### config.mk
export PLATFORM = sky130hd
export DESIGN_NAME = shared_port_arbiter
export DESIGN_NICKNAME = d
export VERILOG_FILES = /design/src/rtl/shared_port_arbiter.sv
export SDC_FILE = /design/constraint.sdc
export NUM_CORES = 1
export LEC_CHECK = 0
export BUFFER_PORTS_ARGS = -buffer_cell sky130_fd_sc_hd__buf_2
export CAP_MARGIN = 20
export CORE_AREA = 2 2 39 41
export CTS_BUF_LIST = sky130_fd_sc_hd__clkbuf_4 sky130_fd_sc_hd__clkbuf_8
export DETAILED_ROUTE_END_ITERATION = 7
export DIE_AREA = 0 0 41 43
export PLACE_DENSITY = 0.71
export SYNTH_ARGS = -nofsm -noshare
export SYNTH_HDL_FRONTEND = slang
export SYNTH_SLANG_ARGS = --single-unit
### constraint.sdc
create_clock -name i_clk -period 3.95 [get_ports i_clk]
set_input_delay 0.1975 -clock i_clk [delete_from_list [all_inputs] [get_ports i_clk]]
set_output_delay 0.1975 -clock i_clk [all_outputs]
set_load 0.02 [all_outputs]
### src/rtl/shared_port_arbiter.sv
// rtl/shared_port_arbiter.sv - shared register-update port arbiter for N requester lanes
//
// Purpose: grants one shared write port to one of N requester lanes. The owner
// keeps the port until it releases it (i_done, dropping its request, or the
// optional hold limit). On release the grant moves directly to the next winner
// on the same edge, so handoffs have no idle cycle. The policy is chosen at
// elaboration: round-robin (FIXED_PRIO=0) or lowest-index-wins (FIXED_PRIO=1).
//
// Optional feature macro: ARB_HOLD_LIMIT_EN
//   defined   - an 8-bit hold counter forces a release after MAX_HOLD owned
//               cycles and pulses o_timeout on that edge.
//   undefined - the owner holds indefinitely and o_timeout is tied 0.
//
// Ports:
//   i_clk         - clock, rising edge
//   i_rst         - synchronous active-low reset
//   i_req[N]      - per-lane level request
//   i_done        - current owner releases the port this cycle
//   o_grant[N]    - registered one-hot grant (or zero)
//   o_grant_valid - registered OR of o_grant
//   o_grant_idx   - index of the granted lane, 0 when none
//   o_timeout     - one-cycle pulse on a forced (hold-limit) release
module shared_port_arbiter #(
  parameter int N          = 4,
  parameter int FIXED_PRIO = 0,
  parameter int MAX_HOLD   = 8
) (
  input  logic                 i_clk,
  input  logic                 i_rst,
  input  logic [N-1:0]         i_req,
  input  logic                 i_done,
  output logic [N-1:0]         o_grant,
  output logic                 o_grant_valid,
  output logic [$clog2(N)-1:0] o_grant_idx,
  output logic                 o_timeout
);

  localparam int IW = $clog2(N);

  // Parameter range checks at elaboration time.
  if (N < 2 || N > 16) begin : g_bad_n
    $error("shared_port_arbiter: N must be in 2..16");
  end
  if (MAX_HOLD < 1 || MAX_HOLD > 255) begin : g_bad_hold
    $error("shared_port_arbiter: MAX_HOLD must be in 1..255");
  end

  typedef enum logic {S_IDLE = 1'b0, S_OWNED = 1'b1} state_t;

  state_t          r_state;
  state_t          w_next_state;
  logic [N-1:0]    w_grant;
  logic [N-1:0]    w_next_grant;
  logic [N-1:0]    w_cand;
  logic            r_grant_valid;
  logic [IW-1:0]   r_grant_idx;
  logic [IW-1:0]   w_next_idx;
  logic            w_owned;
  logic            w_owner_req;
  logic            w_hold_hit;
  logic            w_release;
  logic            w_keep;
  logic            w_issue;
  logic            w_win_found;
  logic [IW-1:0]   w_win_idx;

  assign w_owned     = (r_state == S_OWNED);
  assign w_owner_req = |(i_req & w_grant);
  assign w_release   = w_owned && (i_done || !w_owner_req || w_hold_hit);
  assign w_keep      = w_owned && !w_release;
  // A grant is issued from IDLE, or as a handoff on the release edge.
  assign w_issue     = (!w_owned || w_release) && w_win_found;

  // Per-lane candidate masking and grant flop. The current owner is masked
  // out of the candidate set, which only matters on its release edge.
  for (genvar k = 0; k < N; k++) begin : g_lane
    logic r_lane_grant;

    assign w_cand[k]       = i_req[k] & ~(w_owned & w_grant[k]);
    assign w_next_grant[k] = w_issue ? (w_win_idx == IW'(k)) : (w_keep & w_grant[k]);

    always_ff @(posedge i_clk) begin
      if (!i_rst) begin
        r_lane_grant <= 1'b0;
      end else begin
        r_lane_grant <= w_next_grant[k];
      end
    end

    assign w_grant[k] = r_lane_grant;
  end

  // Winner selection policy.
  if (FIXED_PRIO != 0) begin : g_fixed
    logic          w_fp_found;
    logic [IW-1:0] w_fp_idx;

    // Scan high to low so the last hit, the lowest index, wins.
    always_comb begin
      w_fp_found = 1'b0;
      w_fp_idx   = '0;
      for (int i = N - 1; i >= 0; i--) begin
        if (w_cand[i]) begin
          w_fp_found = 1'b1;
          w_fp_idx   = IW'(i);
        end
      end
    end

    assign w_win_found = w_fp_found;
    assign w_win_idx   = w_fp_idx;
  end else begin : g_rr
    logic [IW-1:0] r_ptr;
    logic          w_rr_found;
    logic [IW-1:0] w_rr_idx;

    // Search begins at r_ptr (last owner + 1) and wraps modulo N.
    always_comb begin
      int j;
      j          = 0;
      w_rr_found = 1'b0;
      w_rr_idx   = '0;
      for (int i = 0; i < N; i++) begin
        j = int'(r_ptr) + i;
        if (j >= N) j = j - N;
        if (!w_rr_found && w_cand[j]) begin
          w_rr_found = 1'b1;
          w_rr_idx   = j[IW-1:0];
        end
      end
    end

    // The pointer moves only when a grant is actually issued.
    always_ff @(posedge i_clk) begin
      if (!i_rst) begin
        r_ptr <= '0;
      end else if (w_issue) begin
        r_ptr <= (w_win_idx == IW'(N - 1)) ? '0 : w_win_idx + 1'b1;
      end
    end

    assign w_win_found = w_rr_found;
    assign w_win_idx   = w_rr_idx;
  end

`ifdef ARB_HOLD_LIMIT_EN
  logic [7:0] r_hold_cnt;
  logic       r_timeout;

  // The counter reads k-1 at the k-th owned edge, so the limit hits when the
  // owner has held exactly MAX_HOLD cycles.
  assign w_hold_hit = (r_hold_cnt == 8'(MAX_HOLD - 1));

  always_ff @(posedge i_clk) begin
    if (!i_rst) begin
      r_hold_cnt <= '0;
      r_timeout  <= 1'b0;
    end else begin
      if (w_issue) begin
        r_hold_cnt <= '0;
      end else if (w_keep) begin
        r_hold_cnt <= r_hold_cnt + 8'd1;
      end
      // Only a release caused solely by the limit counts as a timeout.
      r_timeout <= w_owned && w_hold_hit && !i_done && w_owner_req;
    end
  end
`else
  assign w_hold_hit = 1'b0;
`endif

  // State register.
  always_ff @(posedge i_clk) begin
    if (!i_rst) begin
      r_state       <= S_IDLE;
      r_grant_valid <= 1'b0;
      r_grant_idx   <= '0;
    end else begin
      r_state       <= w_next_state;
      r_grant_valid <= w_issue | w_keep;
      r_grant_idx   <= w_next_idx;
    end
  end

  // Next-state logic.
  always_comb begin
    w_next_state = r_state;
    w_next_idx   = '0;
    case (r_state)
      S_IDLE: begin
        if (w_win_found) w_next_state = S_OWNED;
      end
      S_OWNED: begin
        if (w_release && !w_win_found) w_next_state = S_IDLE;
      end
      default: w_next_state = S_IDLE;
    endcase
    if (w_issue) begin
      w_next_idx = w_win_idx;
    end else if (w_keep) begin
      w_next_idx = r_grant_idx;
    end
  end

  // Outputs.
  always_comb begin
    o_grant       = w_grant;
    o_grant_valid = r_grant_valid;
    o_grant_idx   = r_grant_idx;
`ifdef ARB_HOLD_LIMIT_EN
    o_timeout     = r_timeout;
`else
    o_timeout     = 1'b0;
`endif
  end

endmodule

== Word level (Yosys, flattened, before mapping) ==
Index checks and enable logic that the tools add are counted.

* Logic and storage cells: 99
* Bits of input ports: 7
* Register bits after elaboration: 10

* $add $sub $neg: 8
* Eq/ne operators: 4
* Bitwise operators: 19
* Reductions and logical operators: 18
* Muxes and demuxes: 34
* $lt $le $gt $ge: 8

{| class="wikitable"
|+ Operator list
! operator !! number
|-
| $lt 32x4->1 const B || 4
|-
| $mux 32 || 4
|-
| $mux 1 || 18
|-
| $mux 2 || 7
|-
| $and 1x1->1 || 12
|-
| $sub 3x3->4 const B || 3
|-
| $ge 3x3->1 const B || 3
|-
| $bmux 1 s2 || 4
|-
| $logic_and 1x1->1 || 7
|-
| $logic_not 1->1 || 7
|-
| $add 2x2->3 const B || 2
|-
| $not 1->1 || 5
|-
| $and 4x4->4 || 1
|-
| $eq 2x2->1 const B || 2
|-
| $reduce_or 4->1 || 1
|-
| $sub 2x3->4 const B || 1
|-
| $add 2x1->3 const B || 1
|-
| $ge 2x3->1 const B || 1
|-
| $add 2x1->2 const B || 1
|-
| $eq 2x1->1 const B || 1
|-
| $logic_not 2->1 || 1
|-
| $logic_or 1x1->1 || 2
|-
| $ne 2x1->1 const B || 1
|-
| $pmux 1 s2 || 1
|-
| $or 1x1->1 || 1
|}

== Depth between registers and ports, before layout ==
* Depth after elaboration: 20
* Depth in mapped cells: 8
* Mapped depth without buffers: 8

== Worst setup path before layout ==
Ideal clock, no wire load.

* Path type: flip-flop to flip-flop
* From: register r_state
* To: register g_rr.r_ptr[1]
* Arrival time: 1551 ps
* Clock period less this slack: 1667 ps
* Required time: 3834 ps
* Library setup time: 116 ps
* Cell stages (with the launch flop): 9
* Setup slack: 2283 ps
* Cell sequence: dfxtp_1 -> a21bo_2 -> o221ai_1 -> o31ai_2 -> o21ai_2 -> inv_1 -> ha_1 -> mux2i_1 -> nor2b_1

* Word-level cells in the longest chain between the ends: 18
* Elaborated cells between the ends (all ways): 45
* Classes of those cells: 1 x add/sub; 1 x eq/ne; 21 x mux; 12 x bitwise; 10 x reduce/logical

{| class="wikitable"
|+ Ends and longest elaborated chain
! item !! RTL line !! text
|-
| start, declared || 50 || <nowiki>state_t r_state;</nowiki>
|-
| start signal, assigned || 179 || <nowiki>r_state <= w_next_state;</nowiki>
|-
| $and 1x1->1 || 79 || <nowiki>assign w_cand[k] = i_req[k] & ~(w_owned & w_grant[k]);</nowiki>
|-
| $not 1->1 || 79 ||
|-
| $and 1x1->1 || 79 ||
|-
| $bmux 1 s2 || 126 || <nowiki>if (!w_rr_found && w_cand[j]) begin</nowiki>
|-
| $mux 1 (implied by the code) (2 in a row) || 126 ||
|-
| $mux 1 || 126 ||
|-
| $logic_not 1->1 || 126 ||
|-
| $logic_and 1x1->1 || 126 ||
|-
| $mux 1 || 126 ||
|-
| $logic_not 1->1 || 126 ||
|-
| $logic_and 1x1->1 || 126 ||
|-
| $mux 1 || 126 ||
|-
| $logic_not 1->1 || 126 ||
|-
| $logic_and 1x1->1 || 126 ||
|-
| $mux 2 || 126 ||
|-
| $add 2x1->2 or $eq 2x2->1 (tied branches) || 138 || <nowiki>r_ptr <= (w_win_idx == IW'(N - 1)) ? '0 : w_win_idx + 1'b1;</nowiki>
|-
| $mux 2 || 138 ||
|-
| end signal, assigned || 138 ||
|-
| end, declared || 113 || <nowiki>logic [IW-1:0] r_ptr;</nowiki>
|}

Parallel ways exist; a longest one is shown, timed or not. The select of a mux whose other input is x is not followed.
A chain may end at the register's enable or synchronous reset.

== Worst setup path in the final report ==
Same ends and word-level chain as after synthesis.

==> flow_metrics.tcl <==
set metrics [dict create \
    cts.path.max_buffers 2 \
    rows 14 \
    seqCellArea_sq_um 200 \
    avgSynthCellArea_sq_um 9.47 \
    synth_cell_types 30 \
    grt_antenna_before_repair 0 \
    synth_mux_area_share_pct 1.53 \
    final_common_cell "buf_2" \
    cts_setup_buffers 0 \
    synthesis.area_sq_um 653 \
    peakVddDrop_mv 0.290 \
    dieArea_sq_um 1760 \
    hpwl_um 921 \
    hold_slack_ps 258 \
    antenna_left 0 \
    rr_worst_depth 8 \
    drc 0 \
    core_region_area_sq_um 1380 \
    whs_path_depth 2 \
    viasPerCell 5.49 \
    layout_common_cells "13 x buf_2, 10 x dfxtp_1, 6 x a22oi_1" \
    cts_sinks 10 \
    hold_buffers 0 \
    min_from "i_rst" \
    synth_cells 69 \
    worstReg2RegEnd "g_rr.r_ptr[1]" \
    cts_tree "yes" \
    drt_first_pass_iters 4 \
    yosys.area_share.simple_pct 13.8 \
    fin_cells 94 \
    grt_pass1_vias 470 \
    clk_pin_slew_worst_paths_ps 60 \
    area_delta_synth_final_pct 8.62 \
    r2r_slack_ps 2160 \
    cts_root_buf "clkbuf_4" \
    grt_overflow 0 \
    place_inst 91 \
    numCtsBuffers 3 \
    finalSetupViolations 0 \
    grt_max_degree 12 \
    status "finished, final reports clean" \
    cts_max_level 1 \
    synth_compound_area_share_pct 36.2 \
    clkLatencyLatePin_ps 260 \
    grt_pass1_wl_um 1950 \
    synth_warnings 0 \
    leakage_nw 0.305 \
    io_pins 15 \
    stdcell_area_sq_um 709 \
    start_util_pct 47.2 \
    powerDensity_nw_per_um2 531 \
    placed_cell_area_sq_um 687 \
    gp_congestion 0.702 \
    path_class "register to register" \
    synthXorXnorAreaFrac_pct 0 \
    cp_max_fo 6 \
    cts_resized 0 \
    multi_input_area_sq_um 390 \
    fin_nets 91 \
    cp_data_required_time_ps 4110 \
    fillers 134 \
    n_antenna_cell 0 \
    fp.dieH_um 43 \
    vias 516 \
    yosys.area_share.adder_pct 7.66 \
    drv_cap 0 \
    hold_viol_final 0 \
    finalPower_mw 0.377 \
    min_to "r_state" \
    synth_top_family_by_area "compound AO/OA/AOI/OAI gates" \
    wirelength_um 1220 \
    final.min_clock_period_ps 1790 \
    fp.dieW_um 41 \
    drtIter0Drc 8 \
    max_freq_mhz 557 \
    maxSlewHeadroom_pct 60.8 \
    finalCritPeriodShare_pct 45.4 \
    arrival_ps 1950 \
    timing.setup.tns_ps 0 \
    synth-seq-area-share_pct 30.7 \
    slew_viol_final 0 \
    grt_setup_unrepaired "no" \
    wl_per_cell_um 13.0 \
    gr-usage-all-layers_pct 16.6 \
    start_kind "register" \
    clock_skew_ps 4.15 \
    ys_seq_elements 10 \
    drive_above_1_share_pct 38.5 \
    end_kind "register" \
    worst_pin_slew_ps 588 \
    place.port_buffers 13 \
    reg2reg_from "r_state" \
    synth_nets 80 \
    hold_path.class "primary input to register" \
]
==> logic make-up (layout without fill, tap and decap cells) <==
group,after synthesis,count (layout)
and+or+nand+nor,18,18
DFF,10,10
adders and majority gates,4,4
buffers and inverters,10,19
AOI/OAI and AO/OA,25,25
other,1,1
muxes,1,1
==> final cells by class <==
| class | count | share of cell area (%) |
|---|---|---|
| Clock buffer | 3 | 3.17 |
| Inverter | 3 | 1.59 |
| Multi-Input combinational cell | 49 | 55.0 |
| Sequential cell | 10 | 28.2 |
| Tap cell | 16 | 2.82 |
| Timing Repair Buffer | 13 | 9.17 |
==> critical path, stage by stage, from the launching register on <==
cell      delay [ps]
dfxtp_1          370
a21bo_2          290
o221ai_1         210
o31ai_2          110
o21ai_2          120
inv_1            100
ha_1             300
mux2i_1          130
nor2b_1           50
==> through the flow <==
| step | util [%] | setup WS [ps] |
|---|---|---|
| 2_1_floorplan | - | 2280 |
| 3_3_place_gp | 49.6 | 2200 |
| 3_5_place_dp | 49.6 | 2160 |
| 4_1_cts | 51.3 | 2140 |
| 5_1_grt | 51.3 | 2060 |
| 6_report | 51.3 | 2160 |
==> sequential cells by signal, summed over array words and instances (netlist names) <==
register             cells
g_lane.r_lane_grant      4
o_grant_valid            1
g_rr.r_ptr               2
o_grant_idx              2
r_state                  1
==> routing by layer <==
metal | GRT usage, % | wire length, um | vias up
met4 | 10.0 | 25 | 0
met1 | 21.0 | 575 | 240
met2 | 24.1 | 550 | 15
li1 | - | - | 257
met3 | 4.19 | 72 | 4
met5 | 0 | 0 | -
==> cells in the mapped netlist <==
cell type	n	area [sq um]
nor2_1	4	15.0
nand2_1	4	15.0
buf_2	1	5.00
conb_1	1	3.75
a31oi_4	1	21.3
mux2i_1	1	10.0
o221ai_1	1	8.76
o21a_1	3	22.5
a21boi_2	3	33.8
inv_2	2	7.51
nor2b_1	5	31.3
dfxtp_1	10	200
a21boi_1	1	7.51
a22oi_1	6	45.0
nand3_1	2	10.0
o21ai_2	2	17.5
nor2_2	1	6.26
nand2b_1	2	12.5
ha_1	4	50.1
a31o_1	1	8.76
dlygate4sd1_1	1	8.76
a21bo_4	1	16.3
o21ai_0	1	5.00
inv_1	1	3.75
a21oi_2	1	8.76
a21bo_2	1	10.0
buf_4	5	37.5
o31ai_2	1	12.5
o21bai_2	1	11.3
o211ai_1	1	7.51
==> where the power goes <==
part	total (mW)	internal [mW]	leakage (nW)	switching, mW
clock	0.0682	0.0351	0.0138	0.0331
sequential	0.151	0.124	0.0828	0.0272
combinational	0.158	0.0677	0.209	0.0898
total	0.377	0.227	0.305	0.150
==> worst max-delay path by stage <==
stage	from	slack [ps]	end
after global routing	r_state	2060	g_lane[1].r_lane_grant
after floorplan	r_state	2280	g_rr.r_ptr[1]
after CTS	r_state	2140	g_rr.r_ptr[1]
after detailed placement	r_state	2160	g_rr.r_ptr[1]
final	r_state	2160	g_rr.r_ptr[1]
after global placement	r_state	2200	g_rr.r_ptr[1]
Power figures use the tool's default switching activity.
